$ cat config.mk
export PLATFORM = sky130hd
export DESIGN_NAME = cycle_sequencer_flat
export DESIGN_NICKNAME = d
export VERILOG_FILES = /design/src/rtl/cycle_sequencer_pkg.sv /design/src/rtl/cycle_sequencer_if.sv /design/src/rtl/cycle_sequencer_opcode_timing_rom.sv /design/src/rtl/cycle_sequencer.sv /design/src/flat_wrapper.sv
export SDC_FILE = /design/constraint.sdc
export NUM_CORES = 1
export LEC_CHECK = 0
export ABC_AREA = 0
export CORE_UTILIZATION = 49
export CTS_CLUSTER_DIAMETER = 80
export CTS_CLUSTER_SIZE = 8
export DETAILED_ROUTE_END_ITERATION = 8
export PLACE_DENSITY = 0.8
export SETUP_SLACK_MARGIN = 0.1
export SLEW_MARGIN = 20
export SYNTH_ARGS = -nofsm -noshare
export SYNTH_HDL_FRONTEND = slang
export SYNTH_HIERARCHICAL = 1
export SYNTH_SLANG_ARGS = --single-unit
$ cat constraint.sdc
create_clock -name clk_ph1 -period 5.4 [get_ports clk_ph1]
set_clock_uncertainty 0.2 [all_clocks]
set_input_delay 1.08 -clock clk_ph1 [delete_from_list [all_inputs] [get_ports clk_ph1]]
set_output_delay 1.08 -clock clk_ph1 [all_outputs]
set_load 0.005 [all_outputs]
$ cat src/rtl/cycle_sequencer_pkg.sv
`default_nettype none
// ============================================================================
// Module   : cycle_sequencer_pkg
// Purpose  : Shared types and timing constants for the instruction cycle sequencer.
// Revision : 1.0 - initial release
// ============================================================================
package cycle_sequencer_pkg;

    localparam int         CYCLE_W    = 3;
    localparam logic [7:0] BRK_OPCODE = 8'h00;

    typedef logic [CYCLE_W-1:0] cycle_t;

    localparam cycle_t CYCLE_MAX = '1;

    typedef enum logic [4:0] {
        GRP_IMPLIED,
        GRP_ZP,
        GRP_ZP_IDX,
        GRP_ABS,
        GRP_IND_X,
        GRP_ABS_IDX_RD,
        GRP_ABS_IDX_WR,
        GRP_IND_Y_RD,
        GRP_IND_Y_WR,
        GRP_RMW_ZP,
        GRP_RMW_ZPX,
        GRP_RMW_ABS,
        GRP_RMW_ABSX,
        GRP_PUSH,
        GRP_PULL,
        GRP_JMP_ABS,
        GRP_JMP_IND,
        GRP_SUBR,
        GRP_BRK,
        GRP_BRANCH
    } addr_grp_e;

    localparam cycle_t LAST_1 = 3'd1;
    localparam cycle_t LAST_2 = 3'd2;
    localparam cycle_t LAST_3 = 3'd3;
    localparam cycle_t LAST_4 = 3'd4;
    localparam cycle_t LAST_5 = 3'd5;
    localparam cycle_t LAST_6 = 3'd6;

    localparam cycle_t FIXUP_ABS_IDX = 3'd3;
    localparam cycle_t FIXUP_IND_Y   = 3'd4;

    typedef enum logic [1:0] {
        INT_NONE  = 2'b00,
        INT_IRQ   = 2'b01,
        INT_NMI   = 2'b10,
        INT_RESET = 2'b11
    } int_src_e;

    // Branches report their worst case; their real end is resolved at run time.
    function automatic cycle_t grp_last(input addr_grp_e grp);
        case (grp)
            GRP_ZP, GRP_PUSH, GRP_JMP_ABS:                   return LAST_2;
            GRP_ZP_IDX, GRP_ABS, GRP_PULL, GRP_BRANCH:       return LAST_3;
            GRP_ABS_IDX_RD, GRP_ABS_IDX_WR, GRP_RMW_ZP,
            GRP_JMP_IND:                                     return LAST_4;
            GRP_IND_X, GRP_IND_Y_RD, GRP_IND_Y_WR,
            GRP_RMW_ZPX, GRP_RMW_ABS, GRP_SUBR:              return LAST_5;
            GRP_RMW_ABSX, GRP_BRK:                           return LAST_6;
            default:                                         return LAST_1;
        endcase
    endfunction

endpackage
`default_nettype wire

$ cat src/rtl/cycle_sequencer_if.sv
`default_nettype none
// ============================================================================
// Module   : cycle_sequencer_if
// Purpose  : Bundles the decode inputs and timing outputs of the sequencer.
// Revision : 1.0 - initial release
// ============================================================================
interface cycle_sequencer_if;
    import cycle_sequencer_pkg::*;

    logic [7:0] IR;
    cycle_t     cycle;
    logic       page_cross;
    logic       branch_taken;
    logic       rdy;
    logic       nmi_n;
    logic       irq_n;
    logic       i_flag;
    logic       I_cycle;
    logic       R_cycle;
    logic       S_cycle;
    logic       force_brk;
    logic [1:0] int_src;
    logic       sync;

    modport master (
        output IR, cycle, page_cross, branch_taken, rdy, nmi_n, irq_n, i_flag,
        input  I_cycle, R_cycle, S_cycle, force_brk, int_src, sync
    );

    modport slave (
        input  IR, cycle, page_cross, branch_taken, rdy, nmi_n, irq_n, i_flag,
        output I_cycle, R_cycle, S_cycle, force_brk, int_src, sync
    );

endinterface
`default_nettype wire

$ cat src/rtl/cycle_sequencer_opcode_timing_rom.sv
`default_nettype none
// ============================================================================
// Module   : opcode_timing_rom
// Purpose  : Maps an opcode to its addressing group, last cycle and fixup cycle.
// Revision : 1.0 - initial release
// ============================================================================
module opcode_timing_rom
    import cycle_sequencer_pkg::*;
(
    input  logic [7:0] ir_i,
    output addr_grp_e  grp_o,
    output cycle_t     last_o,
    output cycle_t     fixup_o,
    output logic       skip_ok_o
);

    logic [2:0] w_aaa;
    logic [2:0] w_bbb;
    logic [1:0] w_cc;

    assign w_aaa = ir_i[7:5];
    assign w_bbb = ir_i[4:2];
    assign w_cc  = ir_i[1:0];

    always_comb begin
        grp_o = GRP_IMPLIED;
        case (w_cc)
            2'b01: begin
                case (w_bbb)
                    3'b000:  grp_o = GRP_IND_X;
                    3'b001:  grp_o = GRP_ZP;
                    3'b011:  grp_o = GRP_ABS;
                    3'b100:  grp_o = (w_aaa == 3'b100) ? GRP_IND_Y_WR : GRP_IND_Y_RD;
                    3'b101:  grp_o = GRP_ZP_IDX;
                    3'b110,
                    3'b111:  grp_o = (w_aaa == 3'b100) ? GRP_ABS_IDX_WR : GRP_ABS_IDX_RD;
                    default: grp_o = GRP_IMPLIED;
                endcase
            end
            2'b10: begin
                // STX/LDX share the column with the read-modify-write ops.
                if (w_aaa == 3'b100 || w_aaa == 3'b101) begin
                    case (w_bbb)
                        3'b001:  grp_o = GRP_ZP;
                        3'b011:  grp_o = GRP_ABS;
                        3'b101:  grp_o = GRP_ZP_IDX;
                        3'b111:  grp_o = (w_aaa == 3'b101) ? GRP_ABS_IDX_RD : GRP_IMPLIED;
                        default: grp_o = GRP_IMPLIED;
                    endcase
                end else begin
                    case (w_bbb)
                        3'b001:  grp_o = GRP_RMW_ZP;
                        3'b011:  grp_o = GRP_RMW_ABS;
                        3'b101:  grp_o = GRP_RMW_ZPX;
                        3'b111:  grp_o = GRP_RMW_ABSX;
                        default: grp_o = GRP_IMPLIED;
                    endcase
                end
            end
            2'b00: begin
                case (ir_i)
                    BRK_OPCODE:                     grp_o = GRP_BRK;
                    8'h20, 8'h40, 8'h60:            grp_o = GRP_SUBR;
                    8'h08, 8'h48:                   grp_o = GRP_PUSH;
                    8'h28, 8'h68:                   grp_o = GRP_PULL;
                    8'h4C:                          grp_o = GRP_JMP_ABS;
                    8'h6C:                          grp_o = GRP_JMP_IND;
                    8'h24, 8'h84, 8'hA4, 8'hC4,
                    8'hE4:                          grp_o = GRP_ZP;
                    8'h2C, 8'h8C, 8'hAC, 8'hCC,
                    8'hEC:                          grp_o = GRP_ABS;
                    8'h94, 8'hB4:                   grp_o = GRP_ZP_IDX;
                    8'hBC:                          grp_o = GRP_ABS_IDX_RD;
                    default: grp_o = (w_bbb == 3'b100) ? GRP_BRANCH : GRP_IMPLIED;
                endcase
            end
            default: grp_o = GRP_IMPLIED;
        endcase
    end

    always_comb begin
        last_o    = grp_last(grp_o);
        fixup_o   = '0;
        skip_ok_o = 1'b0;
        if (grp_o == GRP_ABS_IDX_RD) begin
            fixup_o   = FIXUP_ABS_IDX;
            skip_ok_o = 1'b1;
        end else if (grp_o == GRP_IND_Y_RD) begin
            fixup_o   = FIXUP_IND_Y;
            skip_ok_o = 1'b1;
        end
    end

endmodule
`default_nettype wire

$ cat src/rtl/cycle_sequencer.sv
`default_nettype none
// ============================================================================
// Module   : cycle_sequencer
// Purpose  : Drives the cycle counter controls and sequences interrupt entry.
// Revision : 1.0 - initial release
// ============================================================================
module cycle_sequencer
    import cycle_sequencer_pkg::*;
(
    input  logic             clk_ph1,
    input  logic             rst,
    cycle_sequencer_if.slave bus
);

    addr_grp_e w_grp;
    cycle_t    w_last;
    cycle_t    w_fixup;
    logic      w_skip_ok;
    logic      w_inc;
    logic      w_clr;
    logic      w_skip;
    logic      w_nmi_fall;

    logic      force_brk_q, force_brk_d;
    int_src_e  int_src_q, int_src_d;
    logic      nmi_pending_q, nmi_pending_d;
    logic      nmi_prev_q;

    opcode_timing_rom u_rom (
        .ir_i      (bus.IR),
        .grp_o     (w_grp),
        .last_o    (w_last),
        .fixup_o   (w_fixup),
        .skip_ok_o (w_skip_ok)
    );

    always_comb begin
        w_inc  = 1'b0;
        w_clr  = 1'b0;
        w_skip = 1'b0;
        if (bus.rdy) begin
            if (bus.cycle == CYCLE_MAX) begin
                w_inc = 1'b1;
            end else if (w_grp == GRP_BRANCH) begin
                case (bus.cycle)
                    3'd0:    w_inc = 1'b1;
                    3'd1:    if (bus.branch_taken) w_inc = 1'b1; else w_clr = 1'b1;
                    3'd2:    if (bus.page_cross)   w_inc = 1'b1; else w_clr = 1'b1;
                    default: w_clr = 1'b1;
                endcase
            end else if (w_skip_ok && !bus.page_cross && (bus.cycle == w_fixup - 3'd1)) begin
                w_skip = 1'b1;
            end else if (bus.cycle == w_last) begin
                w_clr = 1'b1;
            end else begin
                w_inc = 1'b1;
            end
        end
    end

    assign w_nmi_fall = nmi_prev_q && !bus.nmi_n;

    // Interrupts are only taken on an instruction boundary (a real R_cycle edge).
    always_comb begin
        force_brk_d   = force_brk_q;
        int_src_d     = int_src_q;
        nmi_pending_d = nmi_pending_q;
        if (w_clr) begin
            if (nmi_pending_q) begin
                force_brk_d   = 1'b1;
                int_src_d     = INT_NMI;
                nmi_pending_d = 1'b0;
            end else if (!bus.irq_n && !bus.i_flag) begin
                force_brk_d = 1'b1;
                int_src_d   = INT_IRQ;
            end else begin
                force_brk_d = 1'b0;
                int_src_d   = INT_NONE;
            end
        end else if (bus.cycle == 3'd1) begin
            force_brk_d = 1'b0;
        end
        if (w_nmi_fall) begin
            nmi_pending_d = 1'b1;
        end
    end

    always_ff @(posedge clk_ph1) begin
        if (rst) begin
            force_brk_q   <= 1'b1;
            int_src_q     <= INT_RESET;
            nmi_pending_q <= 1'b0;
            nmi_prev_q    <= 1'b1;
        end else begin
            force_brk_q   <= force_brk_d;
            int_src_q     <= int_src_d;
            nmi_pending_q <= nmi_pending_d;
            nmi_prev_q    <= bus.nmi_n;
        end
    end

    assign bus.I_cycle   = w_inc;
    assign bus.R_cycle   = w_clr;
    assign bus.S_cycle   = w_skip;
    assign bus.force_brk = force_brk_q;
    assign bus.int_src   = int_src_q;
    assign bus.sync      = (bus.cycle == 3'd1);

endmodule
`default_nettype wire
$ cat src/flat_wrapper.sv
// flat-port wrapper written by rule: the top's interface ports become plain ports
module cycle_sequencer_flat import cycle_sequencer_pkg::*;
  (clk_ph1, rst, bus_IR, bus_cycle, bus_page_cross, bus_branch_taken, bus_rdy, bus_nmi_n, bus_irq_n, bus_i_flag, bus_I_cycle, bus_R_cycle, bus_S_cycle, bus_force_brk, bus_int_src, bus_sync);
  cycle_sequencer_if bus_i ();
  input  logic clk_ph1;
  input  logic rst;
  input wire logic [$bits(bus_i.IR)-1:0] bus_IR;
  input wire logic [$bits(bus_i.cycle)-1:0] bus_cycle;
  input wire logic [$bits(bus_i.page_cross)-1:0] bus_page_cross;
  input wire logic [$bits(bus_i.branch_taken)-1:0] bus_branch_taken;
  input wire logic [$bits(bus_i.rdy)-1:0] bus_rdy;
  input wire logic [$bits(bus_i.nmi_n)-1:0] bus_nmi_n;
  input wire logic [$bits(bus_i.irq_n)-1:0] bus_irq_n;
  input wire logic [$bits(bus_i.i_flag)-1:0] bus_i_flag;
  output wire logic [$bits(bus_i.I_cycle)-1:0] bus_I_cycle;
  output wire logic [$bits(bus_i.R_cycle)-1:0] bus_R_cycle;
  output wire logic [$bits(bus_i.S_cycle)-1:0] bus_S_cycle;
  output wire logic [$bits(bus_i.force_brk)-1:0] bus_force_brk;
  output wire logic [$bits(bus_i.int_src)-1:0] bus_int_src;
  output wire logic [$bits(bus_i.sync)-1:0] bus_sync;
  assign bus_i.IR = bus_IR;
  assign bus_i.cycle = bus_cycle;
  assign bus_i.page_cross = bus_page_cross;
  assign bus_i.branch_taken = bus_branch_taken;
  assign bus_i.rdy = bus_rdy;
  assign bus_i.nmi_n = bus_nmi_n;
  assign bus_i.irq_n = bus_irq_n;
  assign bus_i.i_flag = bus_i_flag;
  assign bus_I_cycle = bus_i.I_cycle;
  assign bus_R_cycle = bus_i.R_cycle;
  assign bus_S_cycle = bus_i.S_cycle;
  assign bus_force_brk = bus_i.force_brk;
  assign bus_int_src = bus_i.int_src;
  assign bus_sync = bus_i.sync;
  cycle_sequencer u_core (.clk_ph1(clk_ph1), .rst(rst), .bus(bus_i));
endmodule
* After elaboration in Yosys (flattened, before gate mapping)
Memories as Yosys holds them, arrays and structs flattened.
Index checks and enable logic that the tools add are counted.
** Word-level totals
- Word-level logic and storage cells :: 110
- RAM bits :: 0
- Output and inout bits :: 7
- Input port bits :: 19
- Latch bits :: 0
- Memory bits (read-only) :: 96
- Memories :: 1
- Register bits after elaboration :: 5
** Cells by class
- Multiplexer cells :: 42
- $lt $le $gt $ge :: 0
- Bitwise logic cells :: 0
- Reduce and logical (&&, ||, !) cells :: 22
- Equal/unequal tests :: 40
- Multiply operators :: 0
- Div/mod/pow operators :: 0
- Shift operators :: 0
- $add $sub $neg :: 1
** Memories
- (no name shown) :: words 32, width 3, read ports 1, clocked after Yosys merged registers in 0, write ports 0, RTL line cycle_sequencer_pkg.sv:58 : case (grp)
** Operator list (number)
- $eq A8 B8 Y1 const B :: 11
- $pmux W5 S10 :: 1
- $eq A8 B7 Y1 const B :: 6
- $eq A8 B6 Y1 const B :: 4
- $mux W1 :: 27
- $pmux W4 S6 :: 1
- $eq A3 B3 Y1 const B :: 7
- $pmux W4 S4 :: 1
- $pmux W5 S3 :: 1
- $pmux W3 S4 :: 1
- $eq A5 B3 Y1 const B :: 2
- $mux W5 :: 2
- $reduce_or A5 Y1 :: 2
- $mux W3 :: 3
- $eq A8 B4 Y1 const B :: 1
- $logic_not A8 Y1 :: 1
- $reduce_or A2 Y1 :: 4
- $eq A3 B1 Y1 const B :: 2
- $eq A3 B2 Y1 const B :: 2
- $eq A3 B3 Y1 :: 2
- $logic_not A3 Y1 :: 2
- $pmux W1 S3 :: 2
- $eq A5 B5 Y1 const B :: 1
- $logic_and A1 B1 Y1 :: 4
- other kinds (10) :: 15

* Longest topological paths before layout
- Word-level depth :: 17
- Mapped depth :: 16
- Mapped depth without buffers :: 14

* Modules after synthesis
The synthesis kept the hierarchy.
** Modules (own cells, without submodules)
- opcode_timing_rom :: area an instance 623.1 um2, instances 1, cells each 86, seq. area each 0.0 um2
- cycle_sequencer :: area an instance 420.4 um2, instances 1, cells each 50, seq. area each 100.1 um2

* Worst setup path after synthesis
OpenSTA, ideal clock, no wires.
- Path kind :: input to output
- Start point :: input bus_IR[5]
- End point :: output bus_I_cycle
- Data required time :: 4120 ps
- Path buffers :: 2
- Arrival time :: 3549 ps
- Stages :: 14
- Path slack :: 571 ps
- Path through :: buf_6 or2b_2 nand2b_1 a221o_1 a211oi_4 ha_1 and3_1 buf_4 inv_1 ha_1 xnor3_1 nand4_2 and2_2 o21a_1
** On the way
- Elaborated cells on any way between the ends :: 58
- Those cells by class :: 1 x add/sub; 29 x eq/ne; 17 x mux; 10 x reduce/logical; 1 x memory
** RTL lines
- from (decl) :: RTL line flat_wrapper.sv:7 : input wire logic [$bits(bus_i.IR)-1:0] bus_IR;
- parallel branches: the longest is 4 deep, another holds $pmux W5 S10
- $pmux W5 S3 * :: RTL line cycle_sequencer_opcode_timing_rom.sv:27 : case (w_cc)
- $eq A5 B3 Y1 * :: RTL line cycle_sequencer_opcode_timing_rom.sv:85 : if (grp_o == GRP_ABS_IDX_RD) begin
- $mux W3 * :: RTL line cycle_sequencer_opcode_timing_rom.sv:85
- net u_core.w_fixup[0] :: RTL line cycle_sequencer.sv:17 : cycle_t w_fixup;
- $sub A3 B1 Y3 * :: RTL line cycle_sequencer.sv:51 : end else if (w_skip_ok && !bus.page_cross && (bus.cycle == w_fixup - 3'd1)) begin
- $eq A3 B3 Y1 * :: RTL line cycle_sequencer.sv:51
- $logic_and A1 B1 Y1 * :: RTL line cycle_sequencer.sv:51
- $mux W1 * :: RTL line cycle_sequencer.sv:51
- $mux W1 * :: RTL line cycle_sequencer.sv:44 : end else if (w_grp == GRP_BRANCH) begin
- $mux W1 * :: RTL line cycle_sequencer.sv:42 : if (bus.cycle == CYCLE_MAX) begin
- $mux W1 * :: RTL line cycle_sequencer.sv:41 : if (bus.rdy) begin
- to (decl) :: RTL line flat_wrapper.sv:15 : output wire logic [$bits(bus_i.I_cycle)-1:0] bus_I_cycle;
Mark *: on every way through the listed nets, which the timed path passes.

* Final worst setup path
- Start point :: input bus_IR[4]
- End point :: output bus_I_cycle
** On the way
- Elaborated cells on any way between the ends :: 62
- Those cells by class :: 1 x add/sub; 33 x eq/ne; 16 x mux; 11 x reduce/logical; 1 x memory
** RTL lines
- $eq A8 B6 Y1, or another cell as far along :: RTL line cycle_sequencer_opcode_timing_rom.sv:61 : case (ir_i)
- $reduce_or A5 Y1, or another cell as far along :: RTL line cycle_sequencer_opcode_timing_rom.sv:61
- $pmux W5 S10 * :: RTL line cycle_sequencer_opcode_timing_rom.sv:61
- $pmux W5 S3 * :: RTL line cycle_sequencer_opcode_timing_rom.sv:27
- net u_core.w_grp[4] :: RTL line cycle_sequencer.sv:15 : addr_grp_e w_grp;
- $mem_v2 Z32 W3 *
- net u_core.w_last[0] :: RTL line cycle_sequencer.sv:16 : cycle_t w_last;
- $eq A3 B3 Y1 * :: RTL line cycle_sequencer.sv:53 : end else if (bus.cycle == w_last) begin
- $mux W1 * :: RTL line cycle_sequencer.sv:53
- $mux W1 * :: RTL line cycle_sequencer.sv:51
- $mux W1 * :: RTL line cycle_sequencer.sv:44
- $mux W1 * :: RTL line cycle_sequencer.sv:42
- $mux W1 * :: RTL line cycle_sequencer.sv:41
The timed path passes the listed nets; every way through them passes the cells marked *.

==> metrics.txt <==
final setup vio count=0; hold_buf cts=0; yosys synthesis warning count=6; crit path kind=input port to primary output; Distinct cells, synth=between 60 and 70; dpl hpwl=between 2000 and 3000 um; DIE AREA=0.00232 mm2; vias in the first global route=around 1300; hold path endpoint=u_core/nmi_pending_q; Peak supply drop=about 160 uV; Sinks on Clock Net=5; Die Height=approximately 48 um; later-pin clock latency in the skew report=~0.25 ns; fin area=around 0.0017 mm2; synthesized area per cell=~7.7 um2; Max Cap Viol=0; share of cells above drive strength 1=between 40 and 50%; grt ovf=0; Final ANT Viol Nets=0; Clock Path Buffers=2; Critical Path RT=~4.1 ns; Highest Clock Rate=approximately 0.19 GHz; dpl cell area=between 0.0015 and 0.002 mm2; Synth Cell Area=between 0.001 and 0.0015 mm2; Final Power=about 230 uW; Die Span X=48.1 um; via count=~1400; diode count=0; fin. max-slew vios=0; type of destination of the critical path=primary output; area grow syn2layout=65.9%; Num CTS Buffers=3; initial antenna violation count=0; final hold vios=0; min-delay worst type=flop to flop; register area share after synthesis=under 10%; actual slew at the worst max-slew pin=~0.63 ns; CTS H-Tree Depth=1; Tot GR Track Use=37.4%; 1st-iter DRT viols=between 40 and 50; vias per cell=between 6 and 7; I/O pins=26; ys async rst share=0%; Initial DRT Pass Iterations=4; fin crit period=~5.3 ns; # port buffers=25; pin count of the biggest net entering global routing=15; Cell Pwr Density=between 100 and 150 mW/mm2; Final Core Density=between 80% and 90%; Initial Utilization=between 50% and 60%; Root Driver=clkbuf_4; Reg2Reg Depth=3; first-pass GRT wire length=just under 6000 um; FP Rows=16; DRC viols=0; hold_sp=u_core/nmi_prev_q; Critical R2R Launch=u_core/nmi_pending_q; max_slew headroom=a little under three fifths; r2r setup slk=approximately 4.2 ns; WL/cell=about 19 um; static leakage=approximately 0.8 nW; drt total wl=between 4000 and 5000 um; Hold Crit Depth=2; clock-pin slew on the worst setup and hold paths=around 0.050 ns; FF-to-FF End=u_core/bus.force_brk; Syn Nets=roughly 160; Nets=230; status=complete, no violations; CTS tree=yes; Primary FF master, synth=dfxtp_1; Inst Count DP=roughly 220; core area=around 0.0020 mm2; #FFs+latches synth=5; routability cong.=~0.97; crit path launch type=input port; RSZ-0062 raised after global routing=yes; Final Cycle Share=99.0%; Worst Path Arrival=4.07 ns; worst-path fanout max=14; final cell count without fillers=roughly 230; number of flops mapped to enable cells by yosys=0; Mapped Cells=136
[kinds of logic (layout without fill, tap and decap cells)]
| logic type | Yosys count | in the layout | share of synthesized area [%] |
|---|---|---|---|
| AND/OR/NAND/NOR | 57 | 57 | 34.9 |
| AO/OA/AOI/OAI | 36 | 36 | 26.7 |
| buffers and inverters | 20 | 90 | 9.47 |
| XOR/XNOR | 7 | 7 | 7.19 |
| multiplexers | 7 | 7 | 7.31 |
| flip-flops | 5 | 5 | 9.59 |
| adder cells (fa/ha/maj) | 4 | 4 | 4.80 |
[state kept, by name, indices dropped and copies added, names as in the netlist]
signal	flops
u_core/nmi_pending_q	1
u_core/bus.int_src	2
u_core/nmi_prev_q	1
u_core/bus.force_brk	1
[stage by stage]
stage / hold slack [ns] / TNS, ns / setup slack, ns
after floorplan: 0.219 / 0 / 0.571
after global placement: 0.224 / -0.749 / -0.280
after detailed placement: 0.258 / -1.12 / -0.413
after CTS: 0.265 / 0 / 0.108
after global routing: 0.254 / -0.0594 / -0.0594
final: 0.261 / 0 / 0.0530
[cell type report]
class                           instances  area [um2]
Clock buffer                            4        26.3
Timing Repair Buffer                   72         596
Sequential cell                         5         100
Inverter                               14        52.6
Tap cell                               27        33.8
Fill cell                              94         250
Multi-Input combinational cell        111         923
[how the worst max path moves through the flow]
stage | from | end | slack (ns) | depth (start not counted)
after global placement | bus_IR[6] | bus_I_cycle | -0.28 | 16
final | bus_IR[4] | bus_I_cycle | 0.05 | 15
after floorplan | bus_IR[5] | bus_I_cycle | 0.57 | 14
after global routing | bus_IR[4] | bus_I_cycle | -0.06 | 17
after CTS | bus_IR[3] | bus_S_cycle | 0.11 | 13
after detailed placement | bus_IR[6] | bus_R_cycle | -0.41 | 16
[metal layers]
| metal | track usage [%] | routed length [um] | up-vias |
|---|---|---|---|
| met5 | 0 | 0 | - |
| met4 | 22.8 | 280 | 0 |
| met3 | 7.41 | 398 | 35 |
| met2 | 62.7 | 2130 | 110 |
| met1 | 43.4 | 1690 | 658 |
| li1 | - | - | 635 |
[cell usage after synthesis (3+ instances only)]
| cell type | count | area [um2] |
|---|---|---|
| nor3_1 | 7 | 35.0 |
| ha_1 | 4 | 50.1 |
| a22oi_1 | 3 | 22.5 |
| nand3_1 | 3 | 15.0 |
| nor2_1 | 14 | 52.6 |
| dfxtp_1 | 5 | 100 |
| nand2_1 | 3 | 11.3 |
| nor2b_1 | 3 | 18.8 |
| buf_4 | 4 | 30.0 |
| inv_1 | 14 | 52.6 |
| nand2b_1 | 4 | 25.0 |
| a21oi_1 | 3 | 15.0 |
| mux2i_1 | 5 | 50.1 |
| xor2_1 | 5 | 43.8 |
| o21ai_0 | 9 | 45.0 |
[where the power goes]
part / switching [mW] / internal (mW)
combinational: 0.0670 / 0.0733
clock: 0.0174 / 0.0281
sequential: 0.00190 / 0.0402
[timing repair]
item	CTS	global route
pin swaps	8	14
endpoints found under the setup margin	3	3
resized for setup	33	23
setup buffers	4	4
[critical path, cell delays in order]
cell and delay, ns:
dlygate4sd2_1 0.24, buf_6 0.17, and4b_1 0.20, and3_2 0.21
o21ai_0 0.51, inv_1 0.18, mux2i_1 0.15, o22a_1 0.19
xor2_1 0.14, nor3_1 0.18, buf_4 0.15, nor2_1 0.04
and2_2 0.19, o21a_1 0.17, dlygate4sd2_1 0.25
[layout by cell type, fill, tap and decap left out, types with 4 or more instances in the layout]
master            n
nand2b_1          4
mux2i_1           5
nor3_1            6
xor2_1            5
o21ai_0           6
clkdlybuf4s15_2   4
dfxtp_1           5
o21ai_1           5
inv_1            14
nor2_1           13
clkdlybuf4s50_1  14
buf_4            45
Note: power is estimated with default switching activity, not from simulation.
==> edit: new RTL, same settings <==
`CYCLE_W`: 3 -> 6.
--- a/src/rtl/cycle_sequencer_pkg.sv
+++ b/src/rtl/cycle_sequencer_pkg.sv
@@ -7,5 +7,5 @@
 package cycle_sequencer_pkg;
 
-    localparam int         CYCLE_W    = 3;
+    localparam int         CYCLE_W    = 6;
     localparam logic [7:0] BRK_OPCODE = 8'h00;
 
Ports: changed (resized bus_cycle); port bits go from 26 to 29. No check against the original RTL was run, so the function may have changed too.
==> edit against the unedited design <==
The run now ends with negative setup slack left. Non-clock buffer count grew 3. Power grew 2.6%. Sequential cell count is the same. Routed wire length grew 13%. Final area grew 15%. Global-route usage shrank 3.7 points. Setup slack lost 0.11 ns. Area after synthesis grew 18%. Critical path type unchanged.
==> edit: results (changes against the unedited design) <==
* Status: finished, violations left
* Failing checks: negative setup slack
* First-pass DRT Iterations at 4 (unchanged)
* Worst-path clk slew at 0.05 ns (about the same)
* Total GRT Usage at 33.7% (-3.7 points)
* Htree depth at 1 (unchanged)
* Synth area leaders: dfxtp_1, xnor2_1, buf_4
* Routed vias at 1586 (+10%)
* Fillers at 115 (+22%)
* Met3 Usage GRT at 2.03% (-5.4 points)
* Cells after synthesis at 165 (+21%)
* Finished Layout Cells at 264 (+13%)
* Leakage at 0.895 nW (+9.5%)
* Crit path max-delay family: simple AND/OR/NAND/NOR gates
* Share of post-route cells with drive strength above 1 at 41.5% (-3.1 points)
* Critical-path top delay cell: or4_4
* CP endpoint: bus_R_cycle
* Setup ws final at -0.0565 ns (-0.109 ns)
* Slowest stage delay, CP at 0.44 ns (-0.07 ns)
* Longest Clk Path Bufs at 2 (unchanged)
* Reg2reg start: u_core/nmi_pending_q
* Vias in the first global route at 1539 (+21%)
* CP max FO at 6 (-8)
* Largest register FFs at 2 (unchanged)
* Grt met1 use at 42.6% (-0.87 points)
* Worst hold slack at 0.266 ns (+0.00476 ns)
* Antenna violations before repair at 0 (unchanged)
* RR Endpoint: u_core/bus.int_src[0]
* Buffers on Ports at 28 (+12%)
* Ys flop type: dfxtp_1
* Hold Path Sink: u_core/bus.int_src[0]
* Initial DRC Count at 55 (+20%)
* Reg2Reg Setup Slack at 4.27 ns (+0.03 ns)
* CP Launch Point: bus_IR[1]
* Hold Startpoint: u_core/bus.int_src[0]
* Hold crit path type: reg2reg
* Register area share after synthesis at 8.11% (-1.5 points)
* Drt wl/cell at 19.2 µm (-0.39%)
* Final setup fails at 2 (+2)
* First-pass GRT wire length at 6890 µm (+17%)
* Pin count of the biggest net entering global routing at 14 (-1)
* CTS Root Cell: clkbuf_4
* Async SR Flop Fraction at 0% (unchanged)
* Top cells by count, synth: nor2_1, inv_1, buf_4, o21ai_0, xnor2_1
* VDD IR max at 0.111 mV (-32%)
* DPL Wire Length at 2910 µm (+9.6%)
* Antenna Diode Count at 0 (unchanged)
* Worst Path Arrival at 4.18 ns (+0.11 ns)
* Placer congestion estimate at 0.895 (-7.8%)
* DP Cell Count at 251 (+14%)
* Worst reg-to-reg path cell count at 3 (unchanged)
* Total CTS buffers at 3 (unchanged)
* Met2 usage at 59.0% (-3.7 points)
* Worst-Skew Late Latency at roughly 0.26 ns
* Post-synth cell types at 61 (-1.6%)
[edit: cell count changes after synthesis, moves of 2 or more]
cell     before  now
xnor2_1       1    9
buf_4         4   10
nor4_1        1    4
a31oi_1       1    3
nand4_1       1    3
nor2_1       14   16
nor3_1        7    5
[edit: cells by family (layout without fill, tap and decap cells)]
group                    after synthesis  in the layout  synth area share [%]
XOR/XNOR                              14             14                  9.93
adder cells (fa/ha/maj)                4              4                  4.05
AO/OA/AOI/OAI                         42             42                  26.4
AND/OR/NAND/NOR                       65             65                  33.3
buffers and inverters                 28             94                  12.9
flip-flops                             5              5                  8.11
multiplexers                           6              6                  4.96
other                                  1              6                 0.304
[edit: what timing repair did]
action	in CTS	in global routing
setup buffers	6	3
gates resized for setup	68	19
pin swaps	13	9
setup endpoints to repair	3	3
[edit: per-stage QoR]
| step | setup TNS, ns | instance area [µm²] | setup slack (ns) |
|---|---|---|---|
| 6_report | -0.0856 | 1990 | -0.0565 |
| 5_1_grt | -0.639 | 1990 | -0.265 |
| 4_1_cts | -0.147 | 1910 | -0.0950 |
| 3_5_place_dp | -2.40 | 1760 | -0.819 |
| 3_3_place_gp | -2.12 | 1760 | -0.715 |
| 2_1_floorplan | -0.0235 | 1270 | -0.0235 |
[edit: where the power goes]
part,internal (W),switching (W)
combinational,0.0000752,0.0000714
clock,0.0000282,0.0000190
sequential,0.0000386,0.00000124
[edit: area by class of cell]
type,instances,area (µm²),area share (%)
Multi-Input combinational cell,137,1130,56.8
Timing Repair Buffer,75,643,32.3
Sequential cell,5,100,5.02
Inverter,15,56.3,2.82
Tap cell,28,35.0,1.76
Clock buffer,4,26.3,1.32
[edit: routing by layer]
metal | wire, µm | up-vias
met5 | 0 | -
met4 | 239 | 0
met3 | 343 | 27
met2 | 2470 | 93
met1 | 2020 | 739
li1 | - | 727
